<file path="src/rtl/operand_fetch.sv">
// operand_fetch: decode-to-execute operand fetch stage absorbing the register file's registered read latency.
// Define OPFETCH_BYPASS_EN to forward late writebacks into fetched and held operands.
module operand_fetch #(
  parameter int NUM_ADDR_BITS = 6,
  parameter int REG_WIDTH = 32,
  parameter int OP_WIDTH = 6
) (
  input  logic clk,
  input  logic reset,
  input  logic in_valid,
  output logic in_ready,
  input  logic [OP_WIDTH-1:0] in_op,
  input  logic [NUM_ADDR_BITS-1:0] in_dst,
  input  logic [NUM_ADDR_BITS-1:0] in_srcA,
  input  logic [NUM_ADDR_BITS-1:0] in_srcB,
  input  logic [NUM_ADDR_BITS-1:0] in_srcC,
  output logic [NUM_ADDR_BITS-1:0] rdAddrA,
  output logic [NUM_ADDR_BITS-1:0] rdAddrB,
  output logic [NUM_ADDR_BITS-1:0] rdAddrC,
  input  logic [REG_WIDTH-1:0] rdDataA,
  input  logic [REG_WIDTH-1:0] rdDataB,
  input  logic [REG_WIDTH-1:0] rdDataC,
  input  logic wbEnable,
  input  logic [NUM_ADDR_BITS-1:0] wbAddr,
  input  logic [REG_WIDTH-1:0] wbData,
  output logic out_valid,
  input  logic out_ready,
  output logic [OP_WIDTH-1:0] out_op,
  output logic [NUM_ADDR_BITS-1:0] out_dst,
  output logic [REG_WIDTH-1:0] out_opA,
  output logic [REG_WIDTH-1:0] out_opB,
  output logic [REG_WIDTH-1:0] out_opC
);
  typedef enum logic [1:0] {IDLE, FETCH, HOLD} state_t;
  state_t r_state;
  logic [OP_WIDTH-1:0] r_op;
  logic [NUM_ADDR_BITS-1:0] r_dst, r_src_a, r_src_b, r_src_c;
  logic w_accept;
  logic [2:0] w_fwd;
  assign in_ready = r_state == IDLE || (r_state == HOLD && out_ready);
  assign w_accept = in_valid && in_ready;
  assign rdAddrA = w_accept ? in_srcA : '0;
  assign rdAddrB = w_accept ? in_srcB : '0;
  assign rdAddrC = w_accept ? in_srcC : '0;
`ifdef OPFETCH_BYPASS_EN
  // register 0 is hardwired zero, so a writeback to it must never be forwarded
  assign w_fwd = {wbEnable && wbAddr == r_src_c && r_src_c != '0,
                  wbEnable && wbAddr == r_src_b && r_src_b != '0,
                  wbEnable && wbAddr == r_src_a && r_src_a != '0};
`else
  logic w_unused;
  assign w_fwd = '0;
  assign w_unused = ^{wbEnable, wbAddr};
`endif
  always_ff @(posedge clk)
    if (reset) begin
      r_state <= IDLE;
      r_op <= '0;
      r_dst <= '0;
      r_src_a <= '0;
      r_src_b <= '0;
      r_src_c <= '0;
      out_valid <= 1'b0;
      out_op <= '0;
      out_dst <= '0;
      out_opA <= '0;
      out_opB <= '0;
      out_opC <= '0;
    end else begin
      if (w_accept) begin
        r_op <= in_op;
        r_dst <= in_dst;
        r_src_a <= in_srcA;
        r_src_b <= in_srcB;
        r_src_c <= in_srcC;
      end
      case (r_state)
        IDLE: r_state <= w_accept ? FETCH : IDLE;
        FETCH: begin
          out_opA <= w_fwd[0] ? wbData : rdDataA;
          out_opB <= w_fwd[1] ? wbData : rdDataB;
          out_opC <= w_fwd[2] ? wbData : rdDataC;
          out_op <= r_op;
          out_dst <= r_dst;
          out_valid <= 1'b1;
          r_state <= HOLD;
        end
        HOLD:
          if (out_ready) begin
            out_valid <= 1'b0;
            r_state <= w_accept ? FETCH : IDLE;
          end else begin
            out_opA <= w_fwd[0] ? wbData : out_opA;
            out_opB <= w_fwd[1] ? wbData : out_opB;
            out_opC <= w_fwd[2] ? wbData : out_opC;
          end
        default: r_state <= IDLE;
      endcase
    end
endmodule

</file>
<file path="config.mk">
export PLATFORM = sky130hd
export DESIGN_NAME = operand_fetch
export DESIGN_NICKNAME = d
export VERILOG_FILES = /design/src/rtl/operand_fetch.sv
export SDC_FILE = /design/constraint.sdc
export NUM_CORES = 1
export LEC_CHECK = 0
export BUFFER_PORTS_ARGS = -buffer_cell sky130_fd_sc_hd__clkbuf_2
export CAP_MARGIN = 15
export CORE_AREA = 2 2 116 118
export CTS_CLUSTER_DIAMETER = 40
export DETAILED_ROUTE_END_ITERATION = 8
export DIE_AREA = 0 0 118 120
export GPL_TIMING_DRIVEN = 0
export PLACE_DENSITY_LB_ADDON = 0.08
export RECOVER_POWER = 100
export SLEW_MARGIN = 10
export SYNTH_ARGS = -nofsm -noshare
export SYNTH_HDL_FRONTEND = slang
export SYNTH_SLANG_ARGS = --single-unit
export TNS_END_PERCENT = 5
</file>
<file path="constraint.sdc">
create_clock -name clk -period 1.8 [get_ports clk]
set_clock_uncertainty 0.05 [all_clocks]
set_input_delay 0.54 -clock clk [delete_from_list [all_inputs] [get_ports clk]]
set_output_delay 0.54 -clock clk [all_outputs]
set_load 0.03 [all_outputs]
</file>
==> key figures <==
Job
  • Total of max-cap violations: 0

Route
  • Number of remaining DRC errors: 0
  • DRT Wirelength: 13.6 mm
  • Via count: 4600
  • Post-DR wirelength/cell: 13.3 µm
  • DR vias/cell: 4.49
  • Drt first-iter violations: 193
  • First-pass DRT Iterations: 4
  • Antenna-violating nets left: 0

Pwr
  • Reg power frac: 39.7%
  • VDD IR max: 514 µV
  • Switching share of power: 25.3%
  • Psw: 1.87 mW
  • Cell Pwr Density: 1070 nW/µm²
  • Leakage: 3.16 nW
  • Clk network pwr share: 45.8%
  • Comb pwr share: 14.5%
  • Cell-internal power: 5.51 mW

Timing
  • Final Hold Violating Endpoints: 0
  • TNS Setup: -5.80 ns
  • Setup Viol. Count Final: 19
  • Tcrit/Tclk final: 118%
  • Worst-Margin Slew: 0.650 ns
  • Min Clock Period, post-route: 2.13 ns
  • Fmax: 470 MHz
  • Relative slew slack: 56.7%
  • Fin. max-slew vios: 0
  • Final setup margin: -0.329 ns
  • RSZ-0062 raised after global routing: true

Yosys
  • Syn Inst Count: 555
  • Synth warnings: 0
  • Flops & latches, synth: 123
  • Synth cell types: 17
  • Sequential share of the synthesized area: 55.0%
  • Syn Nets: 724
  • Post-synth top area cell: dfxtp_1
  • Post-Synth Adder-Cell Area: 0%
  • Netlist Area Pre-Place: 4470 µm²
  • Largest family of logic cells by synthesized area: simple AND/OR/NAND/NOR gates
  • Compound-Gate Fraction of Synth Area: 12.5%
  • Synth top area share: 55.0%
  • Simple-Gate Fraction of Synth Area: 25.1%
  • Synth top area cells: dfxtp_1, nand2_1, a21oi_1
  • Post-Synth XOR/XNOR Area: 0%
  • Post-synthesis mux area share: 2.69%
  • Mean Syn Cell Area: 8.06 µm²

Run status
  • Outcome: finished, violations left
  • Violated checks: negative setup slack

Setup path
  • Largest stage delay, worst path: 0.31 ns
  • Critical path launch point type: register
  • Worst Reg2Reg Path Length in Cells: 6
  • Critical Path Fanout Max: 5
  • Family with the most delay on the worst path: simple AND/OR/NAND/NOR gates
  • CP Cell Sequence: nor2b_4 > nor3b_2 > buf_6 > buf_6 > and2_4 > buf_8
  • WP buf/inv: 3
  • Max stage delay cell, worst path: dfxtp_2
  • CP Depth: 6
  • Worst EP required: 1.21 ns
  • Crit-path most repeated cell: buf_6
  • Critical path arrival: 1.54 ns
  • Critical Setup Path Class: reg -> out
  • CP Capture Type: output pin

Clocking
  • Clk_lat worst skew: 0.41 ns
  • H-tree depth: 4
  • Clock tree buffer depth: 2
  • Hold_buf cts: 0
  • Clock transition at path regs: 0.05 ns
  • Clk sinks: 123
  • CTS tree: yes
  • CTS root buf: clkbuf_16
  • CTS buffer count: 17

Global routing
  • Initial antenna violation count: 0
  • Global Route Usage Sum: 19.2%
  • Vias in the first global route: 4465
  • Gr ovfl total: 0
  • First-pass GRT wire length: 21.4 mm
  • Largest net degree at the start of global routing: 17

Floorplanning
  • Die area: 14200 µm²
  • Die width: 118 µm
  • Initial Util: 34.5%
  • Die Y-Extent: 120 µm
  • I/O pins: 297
  • Standard-cell row count: 42
  • Core area: 13000 µm²

Final layout
  • Nets: 1006
  • Ant diodes: 0
  • Filler cells: 1290
  • Area grow syn2layout: 53.8%
  • Layout cells sized above 1: 39.0%
  • Register area: 2460 µm²
  • Area of the multi-input gates: 1860 µm²
  • Post-route cell area: 6880 µm²

Placed design
  • Dpl ws: -0.414 ns
  • DP HPWL: 9.99 mm
  • Placed inst area: 6000 µm²
  • GP Congestion: 0.747
  • I/O Buffers: 256

Min path
  • Min-Delay Path Depth: 3
  • Hold Path Class: in -> reg
## path summary, 6_finish.rpt
| path | slack, ns | start | endpoint |
|---|---|---|---|
| worst max-delay path | -0.33 | r_state[1]$_SDFFE_PP0P_ | rdAddrA[0] |
| worst min-delay path | 0.30 | rdDataC[19] | out_opC[19]$_SDFFE_PP0P_ |
| worst max register to register | 0.21 | r_state[1]$_SDFFE_PP0P_ | out_opA[0]$_SDFFE_PP0P_ |
| worst min register to register | 0.40 | r_op[5]$_SDFFE_PP0N_ | out_op[5]$_SDFFE_PP0P_ |
## layout by cell type (no fill, tap or decap), types with 17 or more instances in the layout
cell	netlist	final
clkbuf_2	0	237
nand2_1	216	216
dfxtp_1	123	122
a21oi_1	109	109
nand2b_1	26	26
buf_8	0	20
clkbuf_1	18	20
and2_4	0	18
clkbuf_16	0	17
## routing by layer
layer	up-vias	share of wire, %	global-route usage [%]
met3	27	6.6	6.27
met5	-	0	0
met2	161	49	32.4
met4	0	2.5	9.34
met1	2075	42	21.8
li1	2337	-	-
## worst reg2reg max path, cell delays in order, from the launching register on
cell and delay (ns):
dfxtp_2 0.32, buf_4 0.11, nand2b_1 0.09, buf_2 0.24
clkbuf_1 0.43, nand2_1 0.11, a21oi_1 0.16
## synthesized netlist by cell type, drive strengths merged
cell type and count:
a211oi 1, clkbuf 18, nor2b 3, a21oi 109, mux2i 12, and2 18, nand2b 26, nand2 216
dfxtp 123, nor3b 1, o21ai 1, buf 24, inv 1, nor2 2
## flip-flops by register name, indices dropped and copies added (netlist names)
signal,flops
out_opA,32
out_dst,6
r_state,2
out_opC,32
r_op,6
out_valid,1
out_op,6
out_opB,32
r_dst,6
## what timing repair did
action	4_1_cts	5_1_grt
hold endpoints to repair	0	0
cloned	1	1
endpoints found under the setup margin	19	19
resized for setup	51	34
pin swaps	3	17
buffers inserted	5	0
## stage by stage
step	util, %	hold slack (ns)	cells	total power [mW]
5_1_grt	53.0	0.279	1025	7.69
3_3_place_gp	46.2	0.388	987	3.94
4_1_cts	52.6	0.280	1024	7.42
6_report	53.0	0.298	1025	7.37
2_1_floorplan	-	0.382	555	3.58
3_5_place_dp	46.2	0.396	987	3.95
## cell type report
class                      count  share of cell area [%]
sequential                   123                    35.8
multi-input combinational    389                    27.0
clock inverter                 9                    1.75
timing repair buffer         263                    22.3
clock buffer                  22                    6.75
inverter                       1                  0.0546
tap                          176                    3.20
buffer                        42                    3.22
## power groups by stage
stage | logic [mW] | clock network [mW] | registers (mW)
final | 1.07 | 3.38 | 2.93
after global routing | 1.16 | 3.59 | 2.94
after detailed placement | 0.970 | 0 | 2.98
after floorplan | 0.385 | 0 | 3.19
after global placement | 0.958 | 0 | 2.98
after CTS | 1.04 | 3.45 | 2.93
## cells by family (layout without fill, tap and decap cells)
kind of cell | Yosys count | in the layout
buffers and inverters | 43 | 337
multiplexers | 12 | 12
flip-flops | 123 | 123
AND/OR/NAND/NOR | 266 | 266
AO/OA/AOI/OAI | 111 | 111
Power figures use the tool's default switching activity.
